[src/rtl/spi_ram_arbiter_if.sv]
// Purpose: bundles the fetch port, the data port and the SPI pins of spi_ram_arbiter.
// Ports: fetch req/addr/ack/rdata, data req/we/addr/wdata/ack/rdata, busy, spi cs/sck/mosi/miso.
// Modports: slave = arbiter side, master = core/pin side.
interface spi_ram_arbiter_if;
    logic        f_req;
    logic [15:0] f_addr;
    logic        f_ack;
    logic [15:0] f_rdata;
    logic        d_req;
    logic        d_we;
    logic [15:0] d_addr;
    logic [15:0] d_wdata;
    logic        d_ack;
    logic [15:0] d_rdata;
    logic        busy;
    logic        spi_cs;
    logic        spi_sck;
    logic        spi_mosi;
    logic        spi_miso;

    modport slave (
        input  f_req, f_addr, d_req, d_we, d_addr, d_wdata, spi_miso,
        output f_ack, f_rdata, d_ack, d_rdata, busy, spi_cs, spi_sck, spi_mosi
    );

    modport master (
        output f_req, f_addr, d_req, d_we, d_addr, d_wdata, spi_miso,
        input  f_ack, f_rdata, d_ack, d_rdata, busy, spi_cs, spi_sck, spi_mosi
    );
endinterface

[src/rtl/spi_ram_arbiter.sv]
// Purpose: round-robin SPI RAM controller for a read-only fetch port and a read/write data port,
//          with a one-entry fetch cache. Ports: clk, rst (sync, active high), bus (slave modport).
// Latency: ack 81 cycles after the grant cycle for SPI transfers, next cycle for a cache hit.
// Backpressure: requests are held until their one-cycle ack; losing port waits for the next IDLE.
module spi_ram_arbiter #(
    parameter int unsigned FETCH_CACHE = 1,
    parameter int unsigned CS_HIGH_MIN = 1,
    parameter logic [7:0]  READ_CMD    = 8'h03,
    parameter logic [7:0]  WRITE_CMD   = 8'h02
) (
    input  logic            clk,
    input  logic            rst,
    spi_ram_arbiter_if.slave bus
);
    typedef enum logic [1:0] {IDLE, SHIFT, CSHIGH} state_t;

    localparam logic [7:0] HI_LAST = 8'(CS_HIGH_MIN - 1);

    state_t      state;
    logic [39:0] sh;          // {cmd, addr, wdata}; MSB drives mosi
    logic [5:0]  bit_cnt;
    logic [14:0] rx;
    logic [7:0]  hi_cnt;
    logic        last_d;      // 1 = data port had the last grant
    logic        cur_d;
    logic        cur_we;
    logic [15:0] cur_addr;
    logic [15:0] cur_wdata;
    logic        cache_vld;
    logic [15:0] cache_addr;
    logic [15:0] cache_data;
    logic        f_ack_q, d_ack_q;
    logic [15:0] f_rdata_q, d_rdata_q;
    logic        cs_q, sck_q;

    logic        hit, f_cand, grant_d, grant_f, g_we;
    logic [15:0] g_addr, rd_word;

    // A cache hit is serviced directly and never competes for the bus.
    assign hit     = (FETCH_CACHE != 0) && cache_vld && bus.f_req && (bus.f_addr == cache_addr);
    assign f_cand  = bus.f_req && !hit;
    assign grant_d = bus.d_req && (!f_cand || !last_d);
    assign grant_f = f_cand && (!bus.d_req || last_d);
    assign g_we    = grant_d && bus.d_we;
    assign g_addr  = grant_d ? bus.d_addr : bus.f_addr;
    // The last data bit is still on miso at the final sampling edge.
    assign rd_word = {rx, bus.spi_miso};

    assign bus.f_ack    = f_ack_q;
    assign bus.f_rdata  = f_rdata_q;
    assign bus.d_ack    = d_ack_q;
    assign bus.d_rdata  = d_rdata_q;
    assign bus.busy     = (state != IDLE);
    assign bus.spi_cs   = cs_q;
    assign bus.spi_sck  = sck_q;
    // The shift word empties to zero after 40 shifts, so mosi idles low.
    assign bus.spi_mosi = sh[39];

    always_ff @(posedge clk) begin
        if (rst) begin
            state      <= IDLE;
            sh         <= '0;
            bit_cnt    <= '0;
            rx         <= '0;
            hi_cnt     <= '0;
            last_d     <= 1'b0;
            cur_d      <= 1'b0;
            cur_we     <= 1'b0;
            cur_addr   <= '0;
            cur_wdata  <= '0;
            cache_vld  <= 1'b0;
            cache_addr <= '0;
            cache_data <= '0;
            f_ack_q    <= 1'b0;
            d_ack_q    <= 1'b0;
            f_rdata_q  <= '0;
            d_rdata_q  <= '0;
            cs_q       <= 1'b1;
            sck_q      <= 1'b0;
        end else begin
            f_ack_q <= 1'b0;
            d_ack_q <= 1'b0;
            case (state)
                IDLE: begin
                    if (hit) begin
                        f_ack_q   <= 1'b1;
                        f_rdata_q <= cache_data;
                    end
                    if (grant_d || grant_f) begin
                        sh        <= {g_we ? WRITE_CMD : READ_CMD, g_addr,
                                      g_we ? bus.d_wdata : 16'h0000};
                        cs_q      <= 1'b0;
                        sck_q     <= 1'b0;
                        bit_cnt   <= '0;
                        last_d    <= grant_d;
                        cur_d     <= grant_d;
                        cur_we    <= g_we;
                        cur_addr  <= g_addr;
                        cur_wdata <= bus.d_wdata;
                        state     <= SHIFT;
                    end
                end
                SHIFT: begin
                    if (!sck_q) begin
                        sck_q <= 1'b1;
                    end else begin
                        sck_q   <= 1'b0;
                        sh      <= {sh[38:0], 1'b0};
                        bit_cnt <= bit_cnt + 6'd1;
                        if (bit_cnt >= 6'd24 && !cur_we)
                            rx <= {rx[13:0], bus.spi_miso};
                        if (bit_cnt == 6'd39) begin
                            cs_q   <= 1'b1;
                            hi_cnt <= '0;
                            state  <= CSHIGH;
                            if (cur_d) begin
                                d_ack_q <= 1'b1;
                                if (!cur_we)
                                    d_rdata_q <= rd_word;
                                else if (cache_vld && cur_addr == cache_addr)
                                    cache_data <= cur_wdata;
                            end else begin
                                f_ack_q    <= 1'b1;
                                f_rdata_q  <= rd_word;
                                cache_vld  <= 1'b1;
                                cache_addr <= cur_addr;
                                cache_data <= rd_word;
                            end
                        end
                    end
                end
                CSHIGH: begin
                    if (hi_cnt == HI_LAST)
                        state <= IDLE;
                    else
                        hi_cnt <= hi_cnt + 8'd1;
                end
                default: state <= IDLE;
            endcase
        end
    end
endmodule

[src/flat_wrapper.sv]
// flat-port wrapper written by rule: the top's interface ports become plain ports
module spi_ram_arbiter_flat 
#(
    parameter int unsigned FETCH_CACHE = 1,
    parameter int unsigned CS_HIGH_MIN = 1,
    parameter logic [7:0]  READ_CMD    = 8'h03,
    parameter logic [7:0]  WRITE_CMD   = 8'h02
)
  (clk, rst, bus_f_req, bus_f_addr, bus_d_req, bus_d_we, bus_d_addr, bus_d_wdata, bus_spi_miso, bus_f_ack, bus_f_rdata, bus_d_ack, bus_d_rdata, bus_busy, bus_spi_cs, bus_spi_sck, bus_spi_mosi);
  spi_ram_arbiter_if bus_i ();
  input  logic clk;
  input  logic rst;
  input wire logic [$bits(bus_i.f_req)-1:0] bus_f_req;
  input wire logic [$bits(bus_i.f_addr)-1:0] bus_f_addr;
  input wire logic [$bits(bus_i.d_req)-1:0] bus_d_req;
  input wire logic [$bits(bus_i.d_we)-1:0] bus_d_we;
  input wire logic [$bits(bus_i.d_addr)-1:0] bus_d_addr;
  input wire logic [$bits(bus_i.d_wdata)-1:0] bus_d_wdata;
  input wire logic [$bits(bus_i.spi_miso)-1:0] bus_spi_miso;
  output wire logic [$bits(bus_i.f_ack)-1:0] bus_f_ack;
  output wire logic [$bits(bus_i.f_rdata)-1:0] bus_f_rdata;
  output wire logic [$bits(bus_i.d_ack)-1:0] bus_d_ack;
  output wire logic [$bits(bus_i.d_rdata)-1:0] bus_d_rdata;
  output wire logic [$bits(bus_i.busy)-1:0] bus_busy;
  output wire logic [$bits(bus_i.spi_cs)-1:0] bus_spi_cs;
  output wire logic [$bits(bus_i.spi_sck)-1:0] bus_spi_sck;
  output wire logic [$bits(bus_i.spi_mosi)-1:0] bus_spi_mosi;
  assign bus_i.f_req = bus_f_req;
  assign bus_i.f_addr = bus_f_addr;
  assign bus_i.d_req = bus_d_req;
  assign bus_i.d_we = bus_d_we;
  assign bus_i.d_addr = bus_d_addr;
  assign bus_i.d_wdata = bus_d_wdata;
  assign bus_i.spi_miso = bus_spi_miso;
  assign bus_f_ack = bus_i.f_ack;
  assign bus_f_rdata = bus_i.f_rdata;
  assign bus_d_ack = bus_i.d_ack;
  assign bus_d_rdata = bus_i.d_rdata;
  assign bus_busy = bus_i.busy;
  assign bus_spi_cs = bus_i.spi_cs;
  assign bus_spi_sck = bus_i.spi_sck;
  assign bus_spi_mosi = bus_i.spi_mosi;
  spi_ram_arbiter #(.FETCH_CACHE(FETCH_CACHE), .CS_HIGH_MIN(CS_HIGH_MIN), .READ_CMD(READ_CMD), .WRITE_CMD(WRITE_CMD)) u_core (.clk(clk), .rst(rst), .bus(bus_i));
endmodule
[config.mk]
export PLATFORM = sky130hd
export DESIGN_NAME = spi_ram_arbiter_flat
export DESIGN_NICKNAME = d
export VERILOG_FILES = /design/src/rtl/spi_ram_arbiter_if.sv /design/src/rtl/spi_ram_arbiter.sv /design/src/flat_wrapper.sv
export SDC_FILE = /design/constraint.sdc
export NUM_CORES = 1
export LEC_CHECK = 0
export BUFFER_PORTS_ARGS = -buffer_cell sky130_fd_sc_hd__buf_2
export CAP_MARGIN = 20
export CORE_UTILIZATION = 59
export DETAILED_ROUTE_END_ITERATION = 10
export PLACE_DENSITY = 0.83
export SYNTH_ARGS = -nofsm -noshare
export SYNTH_HDL_FRONTEND = slang
export SYNTH_SLANG_ARGS = --single-unit
[constraint.sdc]
create_clock -name clk -period 3.8 [get_ports clk]
set_clock_uncertainty 0.2 [all_clocks]
set_input_delay 0.19 -clock clk [delete_from_list [all_inputs] [get_ports clk]]
set_output_delay 0.19 -clock clk [all_outputs]
set_load 0.005 [all_outputs]
==> impl_metrics.py <==
metrics = {
    "critical_path": {
        "cp_max_fo": 33,
        "crit_slowest_cell": "o311a_2",
        "max_stage_delay_ns": 0.64,
        "crit_required_ns": 3.92,
        "critical_path_class": "flip-flop to flip-flop",
        "crit_chain": "xor2_1, or4_4, or3_1, o311a_2, buf_4, nand2_1, a21oi_1, dlygate4sd3_1",
        "start_kind": "flip-flop",
        "path_delay_family": "simple AND/OR/NAND/NOR gates",
        "cp_num_buf_inv": 2,
        "crit_arrival_ns": 3.69,
        "cp-end-kind": "flip-flop",
    },
    "synth": {
        "seq_area_frac_synth_pct": 41.7,
        "synth_enable_flop_cells": 0,
        "syn_area_per_cell_um2": 8.62,
        "synth_top_area_share_pct": 41.7,
        "synth_cell_types": 51,
        "ys_ff_latch": 174,
        "synth_top_area_cell": "dfxtp_1",
        "syn_nets": 1027,
        "synthArstFlopShare_pct": 0,
        "syn_area_mm2": 0.00835,
        "syn-instance-count": 969,
        "ys_warn_count": 0,
        "synth-main-ff-cell": "dfxtp_1",
        "synth_top_cells_by_area": "dfxtp_1, mux2i_1, nand2_1, nor2_1, a21oi_1",
    },
    "run_status": {
        "status": "complete, no violations",
    },
    "sta": {
        "fin_ws_ns": 0.222,
        "rsz0062_at_grt": "no",
        "fmax_mhz": 279,
        "whs_ns": 0.150,
        "slew_viol_final": 0,
        "min_period_over_period_pct": 94.2,
        "relSlewSlack_pct": 30.1,
        "tightestPinTransition_ns": 1.05,
        "setup_viol": 0,
        "setup_tns_ns": 0,
        "fin_crit_ns": 3.58,
        "hold_viol": 0,
    },
    "final_layout": {
        "seq_area_mm2": 0.00348,
        "stdcell_area_mm2": 0.00984,
        "drive_gt1_share_pct": 16.7,
        "multi_input_area_mm2": 0.00442,
        "n_fill_cell": 1005,
        "diodes": 0,
        "layoutNonFillerInstCount": 1245,
        "nets": 1110,
        "utilization_pct": 71.1,
        "syn2layout_area_growth_pct": 17.8,
    },
    "routing": {
        "wl_per_cell_um": 18.6,
        "wl_met1_um": 9720,
        "wl_met3_um": 1860,
        "vias_per_cell": 6.40,
        "vias": 7963,
        "dr_wl_met2_um": 10900,
        "first_pass_iters": 6,
        "drt_drc_violations_left": 0,
        "wl_um": 23100,
        "initialDrtViolationCount": 794,
        "ant_nets": 0,
        "top_layer_used": "met4",
    },
    "die": {
        "io_pins": 92,
        "core_area_mm2": 0.0138,
        "chipHeight_um": 121,
        "std_cell_rows": 43,
        "die_w_um": 121,
        "start_util_pct": 60.4,
        "die-area_mm2": 0.0146,
    },
    "grt": {
        "grt_max_degree": 105,
        "gr-total-overflow": 0,
        "grt_pass1_vias": 7183,
        "antenna_found_initial": 0,
        "grt_usage_pct": 32.4,
        "grt_pass1_wl_um": 37000,
    },
    "placed_design": {
        "io_buffers": 91,
        "place_hpwl_um": 14100,
        "gp_congestion": 0.860,
        "dp_cells": 1171,
        "placed_cell_area_mm2": 0.00883,
        "post-place-ws_ns": 0.620,
    },
    "clock_network": {
        "cts_num_sinks": 174,
        "cts_buffers": 17,
        "cts_max_path_buffers": 2,
        "cts_tree": "yes",
        "cts_root_buffer": "clkbuf_16",
        "htree_levels": 4,
        "cts.clk_slew.worst_paths_ns": 0.06,
        "clock_latency_ns": 0.43,
    },
    "power_and_ir_drop": {
        "ir_worst_vdd_v": 0.000429,
        "pwr_density_cell_mw_per_mm2": 424,
        "p_leak_nw": 4.09,
        "fin_total_pwr_mw": 4.17,
    },
    "run": {
        "cap_viol_max_count": 0,
    },
    "worst_hold_path": {
        "hold_class": "primary input to flip-flop",
    },
}
[cells in the final DEF, fill, tap and decap left out, types with 5 or more instances in the layout]
cell type      netlist  routed
nor3_1               6       5
xor2_1              28      28
mux2i_1             47      47
dfxtp_1            174     174
clkbuf_16            0      17
buf_2                5      90
nor2_1              91      91
nand4_1             23      23
a31o_2               6       6
inv_1               24      23
o221ai_1            32      32
o21ai_0             18      18
o21bai_1            16      16
or4_1               18      18
a31oi_1             16      16
nor2b_1             18      18
dlygate4sd3_1        0      40
a31o_1              10      10
mux2_2              16      16
nand3_1             31      31
nand2_1             99      99
xnor2_1             15      15
o311a_1             17      16
a21oi_1             66      65
a21o_1              17      17
buf_4                1      21
a211oi_1            17      17
a2111oi_0           16      16
nor4_1               5       5
or3_1               18      18
[flip-flops by register name, indices dropped and copies added, names as in the netlist, 2 cells and up]
name	cells
u_core.bit_cnt	6
u_core.hi_cnt	8
u_core.rx	15
u_core.cache_addr	16
u_core.cache_data	16
u_core.sh	40
u_core.bus.d_rdata	16
u_core.bus.f_rdata	16
u_core.cur_wdata	16
u_core.cur_addr	16
u_core.state	2
[worst min-delay path, stage by stage]
cell and delay, ns:
buf_2 0.12, xnor2_1 0.10, nand3_1 0.08, o31a_1 0.17, nor3_1 0.06
[final timing paths]
check / from / end / slack [ns] / cells after the start
hold / removal: bus_f_addr[14] / u_core.bus.f_ack / 0.15 / 5
setup / recovery: u_core.cache_addr[4] / u_core.cur_wdata[11] / 0.22 / 8
setup reg to reg: u_core.cache_addr[4] / u_core.cur_wdata[11] / 0.22 / 8
hold reg to reg: u_core.sh[32] / u_core.sh[32] / 0.26 / 2
[per-layer routing]
metal,vias up,global-route usage (%)
met2,402,50.1
met4,0,13.2
met3,63,7.52
met1,3819,43.3
li1,3679,-
met5,-,0
[synth_stat cells (2+ instances only)]
cell type  count
xor2_1        28
nand2b_1       4
o21bai_1      16
o221ai_1      32
xnor2_1       15
and3b_1        3
a21oi_1       66
ha_1           4
a211oi_1      17
a31o_2         6
a21o_1        17
a31o_1        10
mux2i_1       47
nand3_1       31
o31a_1         2
or3_1         18
nor4_1         5
nand2_1       99
o311a_1       17
mux2_2        16
or2_2          2
buf_2          5
o21ai_0       18
a2111oi_0     16
dfxtp_1      174
nand4_1       23
buf_1          2
a31oi_1       16
nor3b_1        3
or4_1         18
inv_1         24
and3_1         3
nor2_1        91
nor3_1         6
nor2b_1       18
and2_1         3
clkbuf_1      78
buf_6          3
[report_power, final]
group	leakage, nW	internal [mW]	switching (mW)
clock network	0.283	0.972	0.717
registers	1.42	1.90	0.0585
logic	2.39	0.201	0.319
total	4.09	3.08	1.09
[cells by family after synthesis]
| kind of cell | share of synthesized area [%] |
|---|---|
| compound gates | 20.7 |
| xor+xnor | 4.51 |
| mux | 7.79 |
| fa+ha+maj | 0.600 |
| flops | 41.7 |
| simple gates | 19.2 |
| buf+inv | 5.47 |
[what timing repair did]
| action | in CTS | in global routing |
|---|---|---|
| hold buffers | 40 | 0 |
| gates resized for setup | 0 | 1 |
| hold endpoints to repair | 61 | 0 |
| buffers inserted | 0 | 0 |
| setup endpoints to repair | 0 | 5 |
[final cells by class]
type	count	area share (%)
multi-input combinational	682	45.0
inverter	24	0.916
tap	180	2.29
timing repair buffer	153	10.6
clock buffer	23	4.96
sequential	174	35.4
clock inverter	9	0.852
(Power assumes the default switching activity.)
